## src/rtl/spi_master_arb.sv

```systemverilog
// SPI mode-0 master shared by two byte-stream requesters, one owner per chip-select window.
// Define SPI_ARB_ROUND_ROBIN_EN for round-robin tie-breaking; otherwise requester 0 wins ties.
module spi_master_arb #(
    parameter int CLK_DIV = 2,
    parameter int CS_GAP  = 2
) (
    input  logic       clk_i,
    input  logic       rst_n_i,
    input  logic       req0_valid_i,
    input  logic [7:0] req0_data_i,
    input  logic       req0_last_i,
    output logic       req0_ready_o,
    input  logic       req1_valid_i,
    input  logic [7:0] req1_data_i,
    input  logic       req1_last_i,
    output logic       req1_ready_o,
    output logic [7:0] rx_data_o,
    output logic       rx_valid_o,
    output logic       rx_id_o,
    output logic       busy_o,
    output logic       spi_clk_o,
    output logic       spi_mosi_o,
    output logic       spi_cs_o,
    input  logic       spi_miso_i
);

    typedef enum logic [2:0] {
        S_IDLE, S_SETUP, S_LOAD, S_SHIFT, S_HOLD, S_GAP
    } state_t;

    localparam int CNT_MAX = (CLK_DIV > CS_GAP) ? CLK_DIV : CS_GAP;
    localparam int CW      = $clog2(CNT_MAX + 1);

    state_t        r_state;
    logic [CW-1:0] r_cnt;
    logic [2:0]    r_bit;
    logic          r_phase;
    logic          r_owner;
    logic          r_last;
    logic [6:0]    r_tx;
    logic [7:0]    r_rx;
    logic          r_cs;
    logic          r_sclk;
    logic          r_mosi;
    logic          r_ready;
    logic          r_busy;
    logic          r_rx_valid;
    logic [7:0]    r_rx_data;
    logic          r_rx_id;

    logic          w_any;
    logic          w_grant;
    logic          w_own_valid;
    logic [7:0]    w_own_data;
    logic          w_own_last;
    logic          w_div_done;
    logic          w_gap_done;

    assign w_any       = req0_valid_i | req1_valid_i;
    assign w_own_valid = r_owner ? req1_valid_i : req0_valid_i;
    assign w_own_data  = r_owner ? req1_data_i  : req0_data_i;
    assign w_own_last  = r_owner ? req1_last_i  : req0_last_i;
    assign w_div_done  = (r_cnt == CW'(CLK_DIV - 1));
    assign w_gap_done  = (r_cnt == CW'(CS_GAP - 1));

`ifdef SPI_ARB_ROUND_ROBIN_EN
    logic r_rr_ptr;

    always_comb begin
        w_grant = req1_valid_i;
        if (req0_valid_i && req1_valid_i) begin
            w_grant = r_rr_ptr;
        end
    end

    // Pointer favours whichever requester was not granted most recently.
    always_ff @(posedge clk_i) begin
        if (!rst_n_i) begin
            r_rr_ptr <= 1'b0;
        end else if (r_state == S_IDLE && w_any) begin
            r_rr_ptr <= ~w_grant;
        end
    end
`else
    assign w_grant = ~req0_valid_i;
`endif

    always_ff @(posedge clk_i) begin
        if (!rst_n_i) begin
            r_state    <= S_IDLE;
            r_cnt      <= '0;
            r_bit      <= '0;
            r_phase    <= 1'b0;
            r_owner    <= 1'b0;
            r_last     <= 1'b0;
            r_tx       <= '0;
            r_rx       <= '0;
            r_cs       <= 1'b1;
            r_sclk     <= 1'b0;
            r_mosi     <= 1'b0;
            r_ready    <= 1'b0;
            r_busy     <= 1'b0;
            r_rx_valid <= 1'b0;
            r_rx_data  <= '0;
            r_rx_id    <= 1'b0;
        end else begin
            r_rx_valid <= 1'b0;
            case (r_state)
                S_IDLE: begin
                    if (w_any) begin
                        r_owner <= w_grant;
                        r_state <= S_SETUP;
                        r_cs    <= 1'b0;
                        r_busy  <= 1'b1;
                        r_cnt   <= '0;
                    end
                end
                S_SETUP: begin
                    if (w_div_done) begin
                        r_cnt   <= '0;
                        r_state <= S_LOAD;
                        r_ready <= 1'b1;
                    end else begin
                        r_cnt <= r_cnt + CW'(1);
                    end
                end
                S_LOAD: begin
                    if (w_own_valid) begin
                        r_tx    <= w_own_data[6:0];
                        r_mosi  <= w_own_data[7];
                        r_last  <= w_own_last;
                        r_ready <= 1'b0;
                        r_cnt   <= '0;
                        r_bit   <= '0;
                        r_phase <= 1'b0;
                        r_state <= S_SHIFT;
                    end
                end
                S_SHIFT: begin
                    if (!w_div_done) begin
                        r_cnt <= r_cnt + CW'(1);
                    end else begin
                        r_cnt <= '0;
                        if (!r_phase) begin
                            // MISO captured on the same edge that raises SCLK.
                            r_sclk  <= 1'b1;
                            r_phase <= 1'b1;
                            r_rx    <= {r_rx[6:0], spi_miso_i};
                        end else begin
                            r_sclk  <= 1'b0;
                            r_phase <= 1'b0;
                            if (r_bit == 3'd7) begin
                                r_rx_valid <= 1'b1;
                                r_rx_data  <= r_rx;
                                r_rx_id    <= r_owner;
                                r_mosi     <= 1'b0;
                                if (r_last) begin
                                    r_state <= S_HOLD;
                                end else begin
                                    r_state <= S_LOAD;
                                    r_ready <= 1'b1;
                                end
                            end else begin
                                r_bit  <= r_bit + 3'd1;
                                r_mosi <= r_tx[6];
                                r_tx   <= {r_tx[5:0], 1'b0};
                            end
                        end
                    end
                end
                S_HOLD: begin
                    if (w_div_done) begin
                        r_cnt   <= '0;
                        r_cs    <= 1'b1;
                        r_state <= S_GAP;
                    end else begin
                        r_cnt <= r_cnt + CW'(1);
                    end
                end
                S_GAP: begin
                    if (w_gap_done) begin
                        r_cnt   <= '0;
                        r_busy  <= 1'b0;
                        r_state <= S_IDLE;
                    end else begin
                        r_cnt <= r_cnt + CW'(1);
                    end
                end
                default: begin
                    r_state <= S_IDLE;
                    r_cs    <= 1'b1;
                    r_sclk  <= 1'b0;
                    r_mosi  <= 1'b0;
                    r_ready <= 1'b0;
                    r_busy  <= 1'b0;
                end
            endcase
        end
    end

    assign req0_ready_o = r_ready & ~r_owner;
    assign req1_ready_o = r_ready &  r_owner;
    assign rx_data_o    = r_rx_data;
    assign rx_valid_o   = r_rx_valid;
    assign rx_id_o      = r_rx_id;
    assign busy_o       = r_busy;
    assign spi_clk_o    = r_sclk;
    assign spi_mosi_o   = r_mosi;
    assign spi_cs_o     = r_cs;

endmodule

```

## config.mk

```make
export PLATFORM = sky130hd
export DESIGN_NAME = spi_master_arb
export DESIGN_NICKNAME = d
export VERILOG_FILES = /design/src/rtl/spi_master_arb.sv
export SDC_FILE = /design/constraint.sdc
export NUM_CORES = 1
export LEC_CHECK = 0
export ABC_CLOCK_PERIOD_IN_PS = 2180
export BUFFER_PORTS_ARGS = -buffer_cell sky130_fd_sc_hd__buf_2
export CELL_PAD_IN_SITES_DETAIL_PLACEMENT = 1
export CELL_PAD_IN_SITES_GLOBAL_PLACEMENT = 2
export CORE_MARGIN = 2
export CORE_UTILIZATION = 28
export DETAILED_ROUTE_END_ITERATION = 10
export GPL_ROUTABILITY_DRIVEN = 1
export GPL_TIMING_DRIVEN = 0
export PLACE_DENSITY_LB_ADDON = 0.1
export SYNTH_ARGS = -nofsm -noshare
export SYNTH_HDL_FRONTEND = slang
export SYNTH_SLANG_ARGS = --single-unit
```

## constraint.sdc

```tcl
create_clock -name clk_i -period 2.18 [get_ports clk_i]
set_clock_uncertainty 0.2 [all_clocks]
set_input_delay 0.109 -clock clk_i [delete_from_list [all_inputs] [get_ports clk_i]]
set_output_delay 0.109 -clock clk_i [all_outputs]
set_load 0.01 [all_outputs]
```

# Word-level counts from Yosys, hierarchy flattened
# Index checks and enable logic that the tools add are counted.
[totals]
register_bits = 41
latch_bits = 0
ramBits = 0
romBits = 0
in_bits = 23
out_inout_bits = 16
elab_cells = 118
mem_count = 0
[op_classes]
add_sub_neg = 2
n_mul = 0
div_mod_pow = 0
magnitude_cmp = 0
n_eq_ne = 17
shift = 0
n_mux = 49
n_bitwise = 11
n_reduce_logical = 23
[ops]
columns = ["operator", "count"]
rows = [
  ["2-to-1 mux 3 bit", 13],
  ["2-to-1 mux 7 bit", 4],
  ["!= test 2 bit (second input constant)", 10],
  ["2-to-1 mux 1 bit", 18],
  ["one-hot mux 3 bit (6 select lines)", 1],
  ["OR reduction 4 bit", 4],
  ["AND reduction 3 bit", 5],
  ["one-hot mux 7 bit (2 select lines)", 1],
  ["AND reduction 4 bit", 3],
  ["== test 3 bit (second input constant)", 3],
  ["one-hot mux 1 bit (3 select lines)", 3],
  ["2-to-1 mux 8 bit", 1],
  ["inverter 1 bit", 8],
  ["AND reduction 8 bit", 1],
  ["AND reduction 7 bit", 1],
  ["== test 3 x 2 -> 1 bit (second input constant)", 2],
  ["2-to-1 mux 2 bit", 3],
  ["one-hot mux 2 bit (3 select lines)", 1],
  ["one-hot mux 3 bit (2 select lines)", 1],
  ["AND reduction 2 bit", 3],
  ["AND reduction 5 bit", 1],
  ["OR reduction 5 bit", 1],
  ["one-hot mux 1 bit (2 select lines)", 2],
  ["one-hot mux 1 bit (4 select lines)", 1],
  ["other kinds (10)", 11],
]

# Depth between registers and ports, before layout
# Gate-level depths: netlist of run 1.
[logic_depth]
word_depth = 5
ltp_mapped = 7
mapped_depth_nobuf = 6

# Least setup slack after synthesis of run 1
# OpenSTA, ideal clock, no wires.
[synth_path]
kind = "register -> register"
start = "register r_bit[0]"
end = "register r_rx_data[0], in the netlist rx_data_o[0]"
setup_ns = 0.128
t_arrival_ns = 1.398
t_required_ns = 1.852
setup_slack_ns = 0.454
stages_incl_launch_ff = 8
n_path_buf = 1
synth_period_minus_slack_ns = 1.726
path_cell_list = "dfxtp_1 -> ha_1 -> ha_1 -> nand2_1 -> nor3_1 -> buf_2 -> mux2i_1 -> nor2_1"
[synth_between]
elab_chain_cells = 2
[synth_rtl]
columns = ["item", "line_no", "rtl"]
rows = [
  ["start: declaration", "36", "logic [2:0] r_bit;"],
  ["start signal: assignment", "164", "r_bit <= r_bit + 3'd1;"],
  ["== test 3 bit", "152", "if (r_bit == 3'd7) begin"],
  ["AND reduction 4 bit (no line)", "n/a", ""],
  ["end signal: assignment", "154", "r_rx_data <= r_rx;"],
  ["end: declaration", "48", "logic [7:0] r_rx_data;"],
]
# Every way passes these cells.
# A chain may end at the register's enable or synchronous reset.

# Worst setup path after layout of run 1
[layout_path]
start = "register r_state[0]"
end = "register r_tx[1]"
[layout_between]
elab_chain_cells = 3
elab_cells_between_ends = 9
cone_classes = "6 x eq/ne; 1 x mux; 2 x reduce/logical"
[layout_rtl]
columns = ["item", "line_no", "rtl"]
rows = [
  ["start: declaration", "34", "state_t r_state;"],
  ["start signal: assignment", "90", "r_state <= S_IDLE;"],
  ["start signal: assignment", "112", "r_state <= S_SETUP;"],
  ["start signal: assignment", "121", "r_state <= S_LOAD;"],
  ["== test 3 x 2 -> 1 bit", "108", "case (r_state)"],
  ["!= test 2 bit (no line) or nonzero test 2 bit (tied branches)", "n/a", ""],
  ["AND reduction 5 bit (no line)", "n/a", ""],
  ["end signal: assignment", "129", "r_tx <= w_own_data[6:0];"],
  ["end signal: assignment", "166", "r_tx <= {r_tx[5:0], 1'b0};"],
  ["end: declaration", "40", "logic [6:0] r_tx;"],
]
# Parallel ways exist; a longest one is shown, timed or not.

==> results of run 1 <==
worst register-to-register path, cell delays in order (launching register included):
cell and delay, ns:
dfxtp_1 0.31, buf_2 0.17, nand4b_1 0.21, o22ai_1 0.64, o2111ai_1 0.26, a21oi_1 0.17
state kept, by name, summed over array words and instances, names as in the netlist:
name and flops:
r_cnt 2, spi_clk_o 1, r_last 1, rx_valid_o 1, spi_mosi_o 1, spi_cs_o 1, r_ready 1, r_rx 8
r_tx 7, r_state 3, rx_data_o 8, r_owner 1, rx_id_o 1, busy_o 1, r_phase 1, r_bit 3
cell usage after synthesis (3+ instances only):
| library cell | instances |
|---|---|
| nor3_1 | 6 |
| o2111ai_1 | 6 |
| buf_2 | 6 |
| nand2_1 | 26 |
| nor4_1 | 3 |
| nor2_1 | 16 |
| a21oi_1 | 26 |
| nor2b_1 | 4 |
| mux2i_1 | 18 |
| clkbuf_1 | 10 |
| inv_1 | 5 |
| o221ai_1 | 3 |
| o21ai_0 | 16 |
| a211oi_1 | 3 |
| dfxtp_1 | 41 |
cell families (layout without fill, tap and decap cells):
kind of cell / Yosys count / after routing / share of synthesized area
AO/OA/AOI/OAI: 68 / 68 / 0.221
AND/OR/NAND/NOR: 72 / 72 / 0.182
flip-flops: 41 / 41 / 0.428
multiplexers: 19 / 19 / 0.101
buffers and inverters: 25 / 76 / 0.0549
adder cells (fa/ha/maj): 2 / 2 / 0.0131
worst min-delay path by stage:
stage,from,to
2_1_floorplan,rst_n_i,spi_cs_o
3_3_place_gp,spi_miso_i,r_rx[0]
3_5_place_dp,req0_valid_i,r_owner
4_1_cts,req1_last_i,r_last
5_1_grt,req1_last_i,r_last
6_report,req1_last_i,r_last
layout make-up:
type | count | area (um^2) | share of cell area
buffer | 19 | 86.3 | 0.0360
clock buffer | 5 | 68.8 | 0.0287
clock inverter | 3 | 68.8 | 0.0287
inverter | 6 | 22.5 | 0.00938
multi-input combinational | 161 | 992 | 0.413
sequential | 41 | 821 | 0.342
tap | 80 | 100 | 0.0417
timing repair buffer | 43 | 240 | 0.100
stage by stage:
| step | worst slack [ns] | hold slack (ns) | instances |
|---|---|---|---|
| 3_5_place_dp | 0.0928 | 0.159 | 345 |
| 6_report | 0.158 | -0.00125 | 358 |
| 3_3_place_gp | 0.128 | 0.158 | 345 |
| 4_1_cts | 0.0780 | 0.00432 | 358 |
| 5_1_grt | 0.0330 | 0.0118 | 358 |
| 2_1_floorplan | 0.454 | -0.0192 | 227 |
power by group:
group	switching, uW	total (uW)	internal, uW
logic	155	252	96.5
registers	11.6	779	767
clock network	281	742	461
routing by layer:
layer | part of all wire | routed length (um)
met1 | 0.50 | 2690
met2 | 0.45 | 2450
met3 | 0.039 | 209
met4 | 0.012 | 63
met5 | 0 | 0
repair_timing:
action                                  4_1_cts  5_1_grt
hold endpoints to repair                      8        0
gates resized for setup                       0        5
endpoints found under the setup margin        0       17
hold buffers                                  5        0
==> results.cfg, run 1 <==
[floorplan]
dieArea_um2 = 7520
die_width_um = 86.7
die_h_um = 86.7
fp-row-count = 30
boundaryPins = 39
start_util = 0.285
coreArea_um2 = 6720

[layout]
fin_nets = 302
stdcell_area_um2 = 2400
drive_gt1_frac = 0.205
area_growth_pct = 25.3
n_fill_cell = 823
n_antenna_cell = 0
final_common_cell = buf_2
post-route-util = 0.357
layout_common_cells = buf_2, dfxtp_1, nand2_1, a21oi_1, mux2i_1

[clock_network]
cts_setup_buffers = 0
clk_pin_slew_ns = 0.09
clk_latency_ns = 0.30
clock_path_buffers = 2
clockRootBuffer = clkbuf_8
cts_buffers = 5
htree_levels = 2
clock_sinks = 41
cts_tree = done

[logic_synthesis]
synth_seq_area_share = 0.428
synth_top_area_share = 0.428
synth_cell_types = 42
synth_edf_count = 0
synth_top_area_cell = dfxtp_1
synthTopCellsByArea = dfxtp_1, mux2i_1, a21oi_1
synthesis.instances = 227
synth_area_um2 = 1920
ys_ff_latch = 41
synthArstFlopShare = 0
avgSynthCellArea_um2 = 8.44
ys.flop_type = dfxtp_1
yosysWarnings = 0
syn_nets = 252

[place]
place_area_um2 = 2210
io_buffers = 38
gp_congestion = 0.742
dp_hpwl_mm = 3.86

[routing]
drt_first_pass_iters = 4
route.antenna.remaining_nets = 0
drc = 0
dr_total_vias = 1819
viasPerCell = 5.08
drt_iter0_markers = 75
wl_per_cell_um = 15.1
finalWirelength_mm = 5.41

[global_routing]
first_global_vias = 1781
grt_pass1_wl_mm = 8.86
grt_max_degree = 15
overflow = 0
grtUsageMet3 = 0.0267
antenna_found_initial = 0
grt_use_total = 0.149
grt_busiest_layer = met2
met2_usage = 0.230
grtUsageMet1 = 0.215

[timing]
slew_headroom = 0.504
fin_crit_sh = 0.928
rsz0062_at_grt = no
max_freq_mhz = 494
layout_min_cycle_time_ns = 2.02
worstMarginPinSlew_ns = 0.744
final-setup-viol-count = 0
setup_tns_ns = 0
whs_ns = -0.00125
hold_viol = 1
drv_slew = 0

[critical_path]
slowest_delay_ns = 0.64
path_delay_family = compound AO/OA/AOI/OAI gates
r2r_end = r_tx[1]
cp-end-kind = flip-flop
cp.arrival_ns = 2.05
slowest_stage = o22ai_1
startpoint = r_state[0]
r2r_start = r_state[0]
reg2reg_slack_ns = 0.16
crit_buf_inv = 1
crit_type = flip-flop to flip-flop
cp.required_ns = 2.21
worstPathMaxFanout = 8
crit_end = r_tx[1]
crit_path_cell_trace = buf_2, nand4b_1, o22ai_1, o2111ai_1, a21oi_1
crit_cells = 5
r2r_cells = 5
startpoint_type = flip-flop

[outcome]
failed_checks = hold timing
status = finished, violations left

[hold_path]
worstHoldPathType = primary input to flip-flop
hold_depth = 3

[power_and_ir_drop]
irDropWorstVdd_uv = 286
powerDensity_nw_per_um2 = 739
leakage_uw = 0.000907
p_total_uw = 1770

[flow_run]
drv_cap = 0
No activity file was read; power rests on OpenSTA's default activity.
==> run 2, diff against run 1 <==
--- a/config.mk
+++ b/config.mk
@@ -5,7 +5,7 @@
 export SDC_FILE = /design/constraint.sdc
 export NUM_CORES = 1
 export LEC_CHECK = 0
-export ABC_CLOCK_PERIOD_IN_PS = 2180
+export ABC_CLOCK_PERIOD_IN_PS = 1900
 export BUFFER_PORTS_ARGS = -buffer_cell sky130_fd_sc_hd__buf_2
 export CELL_PAD_IN_SITES_DETAIL_PLACEMENT = 1
 export CELL_PAD_IN_SITES_GLOBAL_PLACEMENT = 2
@@ -13,7 +13,7 @@
 export CORE_UTILIZATION = 28
 export DETAILED_ROUTE_END_ITERATION = 10
 export GPL_ROUTABILITY_DRIVEN = 1
-export GPL_TIMING_DRIVEN = 0
+export GPL_TIMING_DRIVEN = 1
 export PLACE_DENSITY_LB_ADDON = 0.1
 export SYNTH_ARGS = -nofsm -noshare
 export SYNTH_HDL_FRONTEND = slang
==> constraint.sdc (replaced) <==
create_clock -name clk_i -period 1.9 [get_ports clk_i]
set_clock_uncertainty 0.2 [all_clocks]
set_input_delay 0.095 -clock clk_i [delete_from_list [all_inputs] [get_ports clk_i]]
set_output_delay 0.095 -clock clk_i [all_outputs]
set_load 0.01 [all_outputs]
==> results.cfg, run 2 (synthesis gave the netlist of run 1 again) <==
[outcome]
status = complete, no violations

[layout]
final_common_cell = dfxtp_1
fin_cells = 364
drive_gt1_frac = 0.264
post-route-util = 0.373
fin_nets = 308
layout_common_cells = dfxtp_1, buf_2, nand2_1, a21oi_1, buf_4
area_growth_pct = 30.8
n_antenna_cell = 0

[power_and_ir_drop]
irDropWorstVdd_uv = 374
powerDensity_nw_per_um2 = 785
leakage_uw = 0.000973

[place]
gp_congestion = 0.751
dp_hpwl_mm = 3.69
placed_cells = 349
io_buffers = 38

[timing]
layout_min_cycle_time_ns = 1.83
fin_crit_sh = 0.963
worstMarginPinSlew_ns = 0.399
slew_headroom = 0.732
hold_viol = 0
drv_slew = 0
rsz0062_at_grt = no
final-setup-viol-count = 0
max_freq_mhz = 546
setup_tns_ns = 0

[critical_path]
path_delay_family = simple AND/OR/NAND/NOR gates
cp.required_ns = 1.92
worstPathMaxFanout = 4
slowest_stage = or4_1
crit_buf_inv = 0
crit_path_cell_trace = ha_1, ha_2, o22a_2, or4_1, a21oi_1
slowest_delay_ns = 0.46
crit_type = flip-flop to flip-flop
startpoint_type = flip-flop
cp.arrival_ns = 1.85
cp-end-kind = flip-flop

[floorplan]
die_width_um = 86.7
fp-row-count = 30
start_util = 0.285
boundaryPins = 39
die_h_um = 86.7
dieArea_um2 = 7520
coreArea_um2 = 6720

[global_routing]
overflow = 0
first_global_vias = 1796
grt_max_degree = 21
antenna_found_initial = 0
grt_pass1_wl_mm = 8.78
grt_use_total = 0.146

[routing]
viasPerCell = 5.03
drc = 0
finalWirelength_mm = 5.20
route.antenna.remaining_nets = 0
drt_iter0_markers = 39
wl_per_cell_um = 14.3
drt_first_pass_iters = 4
dr_total_vias = 1830

[clock_network]
clockRootBuffer = clkbuf_8
htree_levels = 2
clock_sinks = 41
clock_path_buffers = 2
clk_latency_ns = 0.29
cts_buffers = 5
cts_tree = done
clk_pin_slew_ns = 0.08

[flow_run]
drv_cap = 0

[hold_path]
worstHoldPathType = primary input to flip-flop
==> run 2: changes by cell type in the layout (fill, tap and decap cells not counted), moves of 2 or more <==
cell	delta
buf_1	-2
buf_2	-5
clkbuf_1	-9
buf_4	+21
==> run 2: layout make-up <==
cell class,count,area (um^2)
timing repair buffer,68,443
inverter,6,22.5
sequential,41,821
clock inverter,2,37.5
multi-input combinational,161,998
clock buffer,6,82.6
tap,80,100
fill,795,4210
==> run 2: layer usage <==
layer  up-vias  GRT usage  share of wire
met5         -          0              0
met4         0     0.0256         0.0035
met3         2     0.0305          0.026
met2        22      0.239           0.46
met1       882      0.202           0.51
li1        924          -              -
==> run 2: path summary, 6_finish.rpt <==
kind                       start  endpoint  depth (start not counted)  slack (ns)
hold / removal    req0_data_i[0]   r_tx[0]                          4        0.03
setup reg to reg        r_bit[0]   r_tx[0]                          5        0.07
setup / recovery        r_bit[0]   r_tx[0]                          5        0.07
hold reg to reg          r_rx[7]   r_rx[7]                          2        0.26
==> run 2: worst min-delay path: stages <==
cell and delay, ns:
buf_2 0.10, mux2i_1 0.11, or4_1 0.11, a21oi_1 0.06
==> run 2: timing repair <==
action                     4_1_cts  5_1_grt
gates resized for setup          0        2
setup endpoints to repair        0        7
hold endpoints to repair         9        0
hold buffers                     6        0
buffers inserted                 0        1
==> run 2: report_power, final <==
group	internal, uW	switching, uW	total, uW
clock	428	319	746
combinational	148	172	321
sequential	880	19.6	900
total	1460	510	1970
==> run 2: per-stage QoR <==
stage	worst slack, ns	total power [uW]	hold WS, ns	cell area, um^2
4_1_cts	0.00231	2000	0.0373	2490
2_1_floorplan	0.174	1100	-0.0332	1920
6_report	0.0702	1970	0.0347	2500
3_3_place_gp	0.0937	1230	0.147	2310
5_1_grt	0.00413	2060	0.0675	2500
3_5_place_dp	0.0412	1230	0.148	2310
==> run 3, diff against run 2 <==
--- a/config.mk
+++ b/config.mk
@@ -14,6 +14,7 @@
 export DETAILED_ROUTE_END_ITERATION = 10
 export GPL_ROUTABILITY_DRIVEN = 1
 export GPL_TIMING_DRIVEN = 1
+export MAX_ROUTING_LAYER = met4
 export PLACE_DENSITY_LB_ADDON = 0.1
 export SYNTH_ARGS = -nofsm -noshare
 export SYNTH_HDL_FRONTEND = slang
==> results.cfg, run 3 (synthesis gave the netlist of run 1 again) <==
[outcome]
status = complete, no violations

[critical_path]
cp.required_ns = 1.92
cp-end-kind = flip-flop
slowest_delay_ns = 0.46
reg2reg_slack_ns = 0.07
slowest_stage = or4_1
startpoint_type = flip-flop
cp.arrival_ns = 1.85
worstPathMaxFanout = 4
crit_type = flip-flop to flip-flop
crit_path_cell_trace = ha_1, ha_2, o22a_2, or4_1, a21oi_1

[routing]
finalWirelength_mm = 5.18
drc = 0
dr_total_vias = 1825
drt_iter0_markers = 36
viasPerCell = 5.01
drt_first_pass_iters = 4
route.antenna.remaining_nets = 0
wl_per_cell_um = 14.2

[global_routing]
overflow = 0
antenna_found_initial = 0
grt_use_total = 0.151
grt_max_degree = 21
grt_pass1_wl_mm = 8.78
first_global_vias = 1794

[power_and_ir_drop]
irDropWorstVdd_uv = 375
powerDensity_nw_per_um2 = 785
leakage_uw = 0.000973

[layout]
area_growth_pct = 30.8
n_fill_cell = 795
register_area_um2 = 821
fin_nets = 308
multiInputGateArea_um2 = 998
stdcell_area_um2 = 2500
layout_common_cells = dfxtp_1, buf_2, nand2_1, a21oi_1, buf_4
drive_gt1_frac = 0.264
n_antenna_cell = 0
final_common_cell = dfxtp_1

[clock_network]
clock_sinks = 41
clk_pin_slew_ns = 0.08
clockRootBuffer = clkbuf_8
cts_tree = done
clock_path_buffers = 2
clk_latency_ns = 0.29
htree_levels = 2
cts_buffers = 5

[floorplan]
die_width_um = 86.7
start_util = 0.285
boundaryPins = 39
coreArea_um2 = 6720
die_h_um = 86.7
fp-row-count = 30
dieArea_um2 = 7520

[timing]
fin_crit_sh = 0.963
drv_slew = 0
final-setup-viol-count = 0
fin_ws_ns = 0.0707
setup_tns_ns = 0
slew_headroom = 0.732
rsz0062_at_grt = no
hold_viol = 0
worstMarginPinSlew_ns = 0.398
layout_min_cycle_time_ns = 1.83
max_freq_mhz = 547

[place]
gp_congestion = 0.760
dp_hpwl_mm = 3.69
post-place-ws_ns = 0.0412
place_area_um2 = 2310
io_buffers = 38

[flow_run]
drv_cap = 0

[hold_path]
worstHoldPathType = primary input to flip-flop
[run 3: cell counts in the layout (fill, tap and decap cells not counted)]
No cell type changed its count.
[run 3: critical path: cells and delay by family, from the launching register on]
kind | cells | cell delay [ns]
compound gates | 2 | 0.39
fa+ha+maj | 2 | 0.38
flops | 1 | 0.33
simple gates | 1 | 0.46
[run 3: path summary, 6_finish.rpt]
kind,cells after the start,to,from
setup / recovery,5,r_tx[0],r_bit[0]
hold reg to reg,2,r_rx[7],r_rx[7]
setup reg to reg,5,r_tx[0],r_bit[0]
hold / removal,4,r_tx[0],req0_data_i[0]
[run 3: repair_timing]
action,in CTS,in global routing
setup endpoints to repair,0,7
gates resized for setup,0,2
hold endpoints to repair,9,0
buffers inserted,0,1
hold buffers,6,0
[run 3: final cells by class]
type,count,share of cell area
clock buffers,6,0.0330
multi-input cells,161,0.399
flip-flops and latches,41,0.328
inverters,6,0.00899
clock inverters,2,0.0150
well taps,80,0.0400
repair buffers,68,0.177
[run 3: metal layers]
layer / part of all wire / vias to the layer above / global-route usage
met1: 0.51 / 873 / 0.202
met2: 0.46 / 23 / 0.239
met5: 0 / - / -
met3: 0.027 / 5 / 0.0305
li1: - / 924 / -
met4: 0.0073 / 0 / 0.0256
[run 3: through the flow]
stage	std cells	total power [uW]	util	hold WS (ns)
after detailed placement	349	1230	0.344	0.148
final	364	1970	0.373	0.0345
after CTS	363	2000	0.371	0.0373
after global placement	349	1230	0.344	0.147
after floorplan	227	1100	-	-0.0332
after global routing	364	2060	0.373	0.0675
[run 3: power by group]
part	switching, uW	internal, uW	leakage (uW)
clock network	319	428	0.0000574
registers	19.4	880	0.000332
logic	172	148	0.000584
